## config.mk

```make
export PLATFORM = sky130hd
export DESIGN_NAME = pipeline_stall_controller
export DESIGN_NICKNAME = d
export VERILOG_FILES = /design/src/rtl/pipeline_stall_controller.sv
export SDC_FILE = /design/constraint.sdc
export NUM_CORES = 1
export LEC_CHECK = 0
export BUFFER_PORTS_ARGS = -buffer_cell sky130_fd_sc_hd__buf_4
export CAP_MARGIN = 20
export CORE_MARGIN = 2
export CORE_UTILIZATION = 51
export CTS_BUF_LIST = sky130_fd_sc_hd__clkbuf_4
export CTS_CLUSTER_DIAMETER = 150
export DETAILED_ROUTE_END_ITERATION = 10
export GPL_TIMING_DRIVEN = 1
export PLACE_DENSITY = 0.82
export SYNTH_ARGS = -nofsm -noshare
export SYNTH_HDL_FRONTEND = slang
export SYNTH_SLANG_ARGS = --single-unit
export TNS_END_PERCENT = 30
```

## constraint.sdc

```tcl
create_clock -name clk_i -period 2.15 [get_ports clk_i]
set_input_delay 0.1075 -clock clk_i [delete_from_list [all_inputs] [get_ports clk_i]]
set_output_delay 0.1075 -clock clk_i [all_outputs]
set_load 0.005 [all_outputs]
```

## src/rtl/pipeline_stall_controller.sv

```systemverilog
// Stall/flush sequencer for the 5-stage MIPS pipeline: start-up freeze, load-use
// stalls, ID-stage redirects, memory-wait FSM with timeout and statistics counters.
module pipeline_stall_controller #(
    parameter int TIMEOUT = 16,
    parameter int CNT_W   = 16
) (
    input  logic             clk_i,
    input  logic             rst_i,
    input  logic             start_i,
    input  logic             load_use_i,
    input  logic             branch_taken_i,
    input  logic             jump_i,
    input  logic             dmem_req_i,
    input  logic             dmem_ack_i,
    output logic             pc_hold_o,
    output logic             ifid_hold_o,
    output logic             ifid_flush_o,
    output logic             idex_hold_o,
    output logic             idex_bubble_o,
    output logic             exmem_hold_o,
    output logic             memwb_bubble_o,
    output logic             mem_error_o,
    output logic [1:0]       state_o,
    output logic [CNT_W-1:0] stall_cnt_o,
    output logic [CNT_W-1:0] flush_cnt_o
);

    typedef enum logic [1:0] {
        ST_IDLE     = 2'd0,
        ST_RUN      = 2'd1,
        ST_MEM_WAIT = 2'd2,
        ST_ERROR    = 2'd3
    } state_t;

    localparam int                WAIT_W     = $clog2(TIMEOUT + 1);
    localparam logic [WAIT_W-1:0] WAIT_LIMIT = WAIT_W'(TIMEOUT);
    localparam logic [WAIT_W-1:0] WAIT_ONE   = WAIT_W'(1);

    state_t            state_reg;
    state_t            state_next;
    logic [WAIT_W-1:0] wait_cnt_reg;
    logic [WAIT_W-1:0] wait_cnt_next;

    logic freeze;
    logic pc_hold;
    logic ifid_hold;
    logic ifid_flush;
    logic idex_hold;
    logic idex_bubble;
    logic exmem_hold;
    logic memwb_bubble;
    logic mem_error;
    logic mem_miss;

    // index 0: stall statistics, index 1: flush statistics
    logic [1:0]             cnt_inc;
    logic [CNT_W-1:0]       cnt_reg [2];

    assign mem_miss = dmem_req_i & ~dmem_ack_i;

    always_ff @(posedge clk_i) begin
        if (!rst_i) begin
            state_reg    <= ST_IDLE;
            wait_cnt_reg <= '0;
        end else begin
            state_reg    <= state_next;
            wait_cnt_reg <= wait_cnt_next;
        end
    end

    always_comb begin
        state_next    = state_reg;
        wait_cnt_next = wait_cnt_reg;
        freeze        = 1'b0;
        pc_hold       = 1'b0;
        ifid_hold     = 1'b0;
        ifid_flush    = 1'b0;
        idex_hold     = 1'b0;
        idex_bubble   = 1'b0;
        exmem_hold    = 1'b0;
        memwb_bubble  = 1'b0;
        mem_error     = 1'b0;

        case (state_reg)
            ST_IDLE: begin
                freeze = 1'b1;
                if (start_i) begin
                    state_next = ST_RUN;
                end
            end
            ST_RUN: begin
                // A memory miss outranks every hazard; the hazards re-present after the wait.
                if (mem_miss) begin
                    freeze        = 1'b1;
                    state_next    = ST_MEM_WAIT;
                    wait_cnt_next = WAIT_ONE;
                end else if (load_use_i) begin
                    pc_hold     = 1'b1;
                    ifid_hold   = 1'b1;
                    idex_bubble = 1'b1;
                end else if (branch_taken_i || jump_i) begin
                    ifid_flush = 1'b1;
                end
            end
            ST_MEM_WAIT: begin
                if (dmem_ack_i) begin
                    state_next    = ST_RUN;
                    wait_cnt_next = '0;
                end else if (wait_cnt_reg == WAIT_LIMIT) begin
                    freeze     = 1'b1;
                    state_next = ST_ERROR;
                end else begin
                    freeze        = 1'b1;
                    wait_cnt_next = wait_cnt_reg + WAIT_ONE;
                end
            end
            ST_ERROR: begin
                freeze    = 1'b1;
                mem_error = 1'b1;
            end
        endcase

        if (freeze) begin
            pc_hold      = 1'b1;
            ifid_hold    = 1'b1;
            idex_hold    = 1'b1;
            exmem_hold   = 1'b1;
            memwb_bubble = 1'b1;
        end
    end

    // IDLE and ERROR freezes are not stalls of running code, so they are not counted.
    assign cnt_inc[0] = pc_hold & ((state_reg == ST_RUN) | (state_reg == ST_MEM_WAIT));
    assign cnt_inc[1] = ifid_flush;

    generate
        for (genvar gi = 0; gi < 2; gi++) begin : g_stat_cnt
            always_ff @(posedge clk_i) begin
                if (!rst_i) begin
                    cnt_reg[gi] <= '0;
                end else if (cnt_inc[gi] && (cnt_reg[gi] != {CNT_W{1'b1}})) begin
                    cnt_reg[gi] <= cnt_reg[gi] + CNT_W'(1);
                end
            end
        end
    endgenerate

    assign pc_hold_o      = pc_hold;
    assign ifid_hold_o    = ifid_hold;
    assign ifid_flush_o   = ifid_flush;
    assign idex_hold_o    = idex_hold;
    assign idex_bubble_o  = idex_bubble;
    assign exmem_hold_o   = exmem_hold;
    assign memwb_bubble_o = memwb_bubble;
    assign mem_error_o    = mem_error;
    assign state_o        = state_reg;
    assign stall_cnt_o    = cnt_reg[0];
    assign flush_cnt_o    = cnt_reg[1];

endmodule

```

==> run_results.csv, run 1 <==
group,metric,value,unit
setup_path,crit_family,"simple AND/OR/NAND/NOR gates",
timing,max_slew_margin,65.92,%
grt,overflow,0,
routing,drcViolationCount,0,
pwr,p_seq_share,53.9,%
pwr,share_comb_of_total_power,26.1,%
setup_path,cp.arrival,2.11,ns
placement,placement.io_buffers,49,
placement,place_ws,0.01262,ns
setup_path,timing.critical_path.from,"cnt_reg[1][1]",
die,floorplan.initialDensity,52.73,%
die,placement_rows,24,
setup_path,criticalPathCategory,"reg2reg",
timing,finalWorstSetupSlack,0.1009,ns
routing,postRouteWirelength,4655,um
yosys,ys_seq_area_share,47.96,%
layout,layout.filler_cells,333,
cts,cts_num_sinks,39,
layout,nNetsFinal,305,
yosys,synthFlopType,"edfxtp_1",
layout,final_util,65.20,%
pwr,cell_internal_pwr,1.250,mW
yosys,yosys-top-cells-count,"41 x nor2_1, 32 x edfxtp_1, 25 x xnor2_1",
timing,fin_tns_setup,0,ns
setup_path,worst_r2r_endpoint,"cnt_reg[1][2]",
setup_path,crit_path_max_incr_delay,0.56,ns
pwr,post-layout-total-power,1.786,mW
timing,final_period_demand_of_the_worst_path,2.049,ns
placement,gp_congestion,0.7627,
pwr,vdd_ir_drop_max,0.3533,mV
pwr,power_density,628.9,mW/mm^2
setup_path,crit_required,2.21,ns
routing,detailedRoute.firstPassIterationCount,4,
timing,maxSlewViolCount,0,
timing,period_share,95.31,%
cts,clkLatencyLatePin,0.34,ns
die,core-area,0.004354,mm^2
setup_path,r2r_setup_slack,0.10,ns
layout,finish.instance_area,0.002839,mm^2
routing,drt_first_iter_violations,98,
pwr,clock_power_share,20.0,%
yosys,post_synth_instance_area,0.002296,mm^2
routing,ant_nets,0,
placement,placed_cell_area,0.002768,mm^2
timing,worst_slew_pin_slew,0.5112,ns
setup_path,startpoint_type,"register",
yosys,synth.top_cell.area_share,41.85,%
grt,grt_antenna_before_repair,0,
layout,area_delta_synth_final,23.65,%
timing,timing.final.hold_violations,0,
setup_path,worst_r2r_path_depth,5,
setup_path,rr_startpoint,"cnt_reg[1][1]",
pwr,total_switching_power,535.3,uW
grt,vias_in_the_first_global_route,1731,
layout,insertedDiodeCount,0,
placement,dpl.hpwl,3448,um
timing,max_freq,0.4880,GHz
setup_path,critical_path.endpoint_type,"register",
die,die_h,71.10,um
cts,cts_buffers,5,
layout,largest_reg_flops,32,
pwr,total_leakage_power,1.047,nW
yosys,syn_nets,244,
job,max_cap_viol_count,0,
die,floorplan.die.width,71.10,um
setup_path,critical_path.n_buffers_inverters,0,
cts,cts_htree_levels,2,
setup_path,endpoint_of_the_worst_setup_timing_path,"cnt_reg[1][2]",
die,num_io_pins,50,
yosys,synth.avg_cell_area,10.16,um^2
routing,route.vias.total,1871,
timing,setup_viol,0,
pwr,netSwitchingFraction,29.98,%
grt,grt_usage,19.23,%
yosys,synth_seq_cells,39,
grt,grt_max_degree,17,
yosys,synthesis.yosys.warnings,0,
yosys,netlist-cell-type-count,42,
grt,global_route_wire_length_before_repair,7769,um
cts,root_driver,"clkbuf_4",
setup_path,worst-path-stages,5,
setup_path,max_fanout_on_critical_path,16,
routing,wire_per_inst,13.69,um
yosys,synth.largest_area_cell,"edfxtp_1",
status,run_status,"finished clean",
timing,rsz_0062_raised_after_global_routing,"false",
yosys,synth_edf_count,32,
timing,fin_worst_skew,0.008149,ns
yosys,yosys.cell_count.top_type,"nor2_1",
setup_path,critPathSlowestCell,"or4_4",
yosys,synth_cells,226,
yosys,synth_area_leaders,"edfxtp_1 42%, xnor2_1 9.5%, nor2_1 6.7%, dfxtp_1 6.1%, ha_1 5.4%",
die,dieArea,0.005055,mm^2
layout,post_route_cells_drive_above_1_share,27.08,%
cts,ctsLongestPathBuffers,2,
cts,tritoncts_clock_tree,"built",
routing,vias_per_cell,5.503,
setup_path,worstPathCellList,"ha_1 > nand3_2 > or4_4 > o21ai_0 > nand2_4",
yosys,ys_async_sr_fraction,0,%
cts,clock_pin_slew_worst_setup_and_hold_paths,0.12,ns
min_path,type_of_the_tightest_min_delay_check,"in2reg",
cell usage in the layout, fill, tap and decap left out, types with 2 or more instances in the layout:
cell,count
clkinv_1,2
nor3_1,9
nor4_1,8
edfxtp_1,32
dfxtp_1,5
xnor2_1,25
xor2_1,3
a21oi_1,4
a32o_1,3
buf_4,61
nand3_1,11
dfxtp_2,2
ha_1,10
clkbuf_4,5
inv_1,16
nand3_2,2
nand2b_1,4
o21ai_0,3
nand4_1,8
nand2_1,11
nor2_1,41
worst min path at each step:
stage                          start               to  slack (ns)  depth (start not counted)
after CTS                      rst_i  wait_cnt_reg[0]         0.1                          3
after detailed placement       rst_i  wait_cnt_reg[0]        0.46                          3
final                          rst_i  wait_cnt_reg[0]        0.11                          3
after global routing           rst_i  wait_cnt_reg[0]        0.10                          3
after floorplan           dmem_ack_i     exmem_hold_o        0.30                          1
after global placement         rst_i  wait_cnt_reg[0]        0.46                          3
through the flow:
step | hold slack (ns) | instances
finish | 0.1118 | 340
floorplan | 0.3000 | 226
CTS | 0.09590 | 340
global placement | 0.4581 | 332
detailed placement | 0.4571 | 332
global route | 0.1043 | 340
repair_timing:
action	4_1_cts	5_1_grt
endpoints found under the setup margin	1	21
setup buffers	0	0
hold buffers	0	0
gates resized for setup	1	3
pin swaps	0	2
layout make-up:
cell class / count / area [um^2] / area share, %
timing repair buffer: 61 / 457.9 / 16.13
clock buffer: 5 / 37.54 / 1.322
tap: 52 / 65.06 / 2.292
multi-input combinational: 164 / 1100 / 38.74
inverter: 16 / 60.06 / 2.115
sequential: 39 / 1104 / 38.87
clock inverter: 3 / 15.01 / 0.5289
tightest hold or removal path, stage by stage:
cell and delay (ns):
buf_4 0.17, o21ai_0 0.08, a21oi_1 0.05
routing by layer:
layer | vias up | GRT usage, % | routed length [um]
met5 | - | 0 | 0
met4 | 0 | 6.080 | 49
met3 | 6 | 4.843 | 273
met2 | 60 | 31.05 | 2183
met1 | 880 | 25.65 | 2148
li1 | 925 | - | -
cells by family after synthesis:
family	share of synthesized area, %
xor+xnor	10.68
compound gates	8.393
mux	0.4360
simple gates	22.13
flops	47.96
fa+ha+maj	5.450
buf+inv	4.959
power groups by stage:
| stage | registers, mW | clock network (mW) | logic (mW) |
|---|---|---|---|
| floorplan | 0.974 | 0 | 0.262 |
| global route | 0.975 | 0.395 | 0.515 |
| finish | 0.963 | 0.357 | 0.466 |
| detailed placement | 0.978 | 0 | 0.461 |
| global placement | 0.975 | 0 | 0.451 |
| CTS | 0.961 | 0.365 | 0.469 |
Note: power is estimated with default switching activity, not from simulation.
==> inputs of run 2 (changes only) <==
--- a/config.mk
+++ b/config.mk
@@ -7,13 +7,14 @@
 export LEC_CHECK = 0
 export BUFFER_PORTS_ARGS = -buffer_cell sky130_fd_sc_hd__buf_4
 export CAP_MARGIN = 20
-export CORE_MARGIN = 2
+export CORE_MARGIN = 1.5
 export CORE_UTILIZATION = 51
 export CTS_BUF_LIST = sky130_fd_sc_hd__clkbuf_4
 export CTS_CLUSTER_DIAMETER = 150
 export DETAILED_ROUTE_END_ITERATION = 10
 export GPL_TIMING_DRIVEN = 1
 export PLACE_DENSITY = 0.82
+export REMOVE_ABC_BUFFERS = 1
 export SYNTH_ARGS = -nofsm -noshare
 export SYNTH_HDL_FRONTEND = slang
 export SYNTH_SLANG_ARGS = --single-unit
==> run 2 against run 1 <==
Against the previous run:
- clock power increased by 10%
- first-iteration DRC count increased by 13%
- cell area increased by 0.66%
- maximum frequency increased by 0.36%
- critical path type unchanged
- hold slack got worse by 0.018 ns
- wire length increased by 1.9%
- largest cell class is now multi-input combinational cells
- via count increased by 0.32%
- die area decreased by 2.8%
- critical path depth unchanged
==> run_results.csv, run 2 (synthesis results as in run 1) <==
group,metric,value,unit
status,run_status,"finished clean",
cts,cts_post_setup_buffers_inserted,0,
grt,grt_usage,19.10,%
die,dieArea,0.004913,mm^2
layout,area_delta_synth_final,24.47,%
layout,most-common-layout-cells,"60 x buf_4, 41 x nor2_1, 32 x edfxtp_1",
pwr,post-layout-total-power,1.839,mW
cts,ctsLongestPathBuffers,2,
cts,cts_num_sinks,39,
layout,nNetsFinal,304,
grt,global_route_wire_length_before_repair,7548,um
pwr,cell_internal_pwr,1.306,mW
layout,insertedDiodeCount,0,
setup_path,worstPathCellList,"ha_4 > nand3_2 > or4_4 > o211ai_4 > nor2_1",
pwr,total_leakage_power,1.052,nW
pwr,vdd_ir_drop_max,0.3759,mV
routing,drt_first_iter_violations,111,
pwr,share_comb_of_total_power,25.9,%
setup_path,crit_path_max_incr_delay,0.56,ns
layout,largest_reg_flops,32,
die,floorplan.die.width,70.10,um
setup_path,crit_required,2.22,ns
timing,period_share,94.96,%
setup_path,max_fanout_on_critical_path,16,
routing,drcViolationCount,0,
timing,fin_hold_ws,0.09361,ns
min_path,type_of_the_tightest_min_delay_check,"in2reg",
placement,gp_congestion,0.8650,
grt,grt_antenna_before_repair,0,
cts,clkLatencyLatePin,0.33,ns
pwr,clock_power_share,21.4,%
timing,setup_viol,0,
setup_path,crit_family,"simple AND/OR/NAND/NOR gates",
placement,dpl.hpwl,3437,um
job,max_cap_viol_count,0,
routing,detailedRoute.firstPassIterationCount,4,
die,placement_rows,24,
routing,postRouteWirelength,4745,um
placement,placed_cell_area,0.002758,mm^2
timing,max_slew_margin,63.64,%
layout,layout_commonest_cell,"buf_4",
grt,overflow,0,
die,num_io_pins,50,
routing,wire_per_inst,14.00,um
cts,cts_htree_levels,2,
timing,final_period_demand_of_the_worst_path,2.042,ns
grt,vias_in_the_first_global_route,1654,
die,core-area,0.004354,mm^2
pwr,netSwitchingFraction,28.98,%
routing,ant_nets,0,
timing,rsz_0062_raised_after_global_routing,"true",
timing,worst_slew_pin_slew,0.5454,ns
routing,vias_per_cell,5.537,
grt,grt_max_degree,17,
pwr,power_density,643.5,mW/mm^2
setup_path,timing.critical_path.from,"cnt_reg[1][1]",
layout,post_route_cells_drive_above_1_share,28.57,%
layout,finish.instance_area,0.002858,mm^2
timing,timing.final.hold_violations,0,
timing,fin_tns_setup,0,ns
die,floorplan.initialDensity,52.73,%
timing,maxSlewViolCount,0,
setup_path,criticalPathCategory,"reg2reg",
setup_path,critPathSlowestCell,"or4_4",
cts,postCtsHoldBufs,0,
pwr,p_seq_share,52.7,%
timing,max_freq,0.4898,GHz
cts,tritoncts_clock_tree,"built",
min_path,hold_start,"rst_i",
cts,cts_buffers,5,
setup_path,rr_startpoint,"cnt_reg[1][1]",
timing,fin_worst_skew,0.01182,ns
pwr,total_switching_power,532.9,uW
setup_path,critical_path.n_buffers_inverters,0,
setup_path,startpoint_type,"register",
routing,route.vias.total,1877,
cts,clock_pin_slew_worst_setup_and_hold_paths,0.11,ns
die,die_h,70.10,um
setup_path,cp.arrival,2.11,ns
placement,placement.io_buffers,49,
setup_path,critical_path.endpoint_type,"register",
cts,root_driver,"clkbuf_4",
run 2: final cells by class:
type / count / area (um^2)
Fill cell: 339 / 1496
Multi-Input combinational cell: 164 / 1119
Sequential cell: 39 / 1104
Timing Repair Buffer: 60 / 450.4
Tap cell: 52 / 65.06
Clock buffer: 8 / 60.06
Inverter: 16 / 60.06
run 2: power by group through the flow:
stage / logic [mW] / registers (mW) / clock network, mW
floorplan: 0.220 / 0.974 / 0
global placement: 0.446 / 0.979 / 0
detailed placement: 0.457 / 0.982 / 0
CTS: 0.459 / 0.965 / 0.409
global route: 0.520 / 0.980 / 0.439
finish: 0.476 / 0.968 / 0.394
run 2: worst min-delay path: stages:
cell     delay, ns
buf_4         0.16
o21ai_0       0.08
a21oi_1       0.05
run 2: final timing paths:
path | end | slack, ns | cells after the start
worst max-delay path | cnt_reg[1][11] | 0.11 | 5
worst min-delay path | wait_cnt_reg[0] | 0.09 | 3
worst max register to register | cnt_reg[1][11] | 0.11 | 5
worst min register to register | wait_cnt_reg[1] | 0.52 | 2
run 2: repair_timing:
action | 4_1_cts | 5_1_grt
setup endpoints to repair | 0 | 34
hold endpoints to repair | 0 | 0
resized for setup | 0 | 8
run 2: stage by stage:
step | util (%) | cells | setup slack [ns]
after CTS | 64.71 | 339 | 0.03081
after floorplan | - | 219 | 0.002148
final | 65.63 | 339 | 0.1083
after detailed placement | 63.33 | 331 | 0.03276
after global routing | 65.63 | 339 | -0.02891
after global placement | 63.33 | 331 | 0.09804
run 2: layer usage:
metal,vias up,wire [um],track usage (%)
met5,-,0,0
met3,6,285,4.618
li1,932,-,-
met1,881,2118,26.67
met2,58,2304,30.26
met4,0,37,4.487
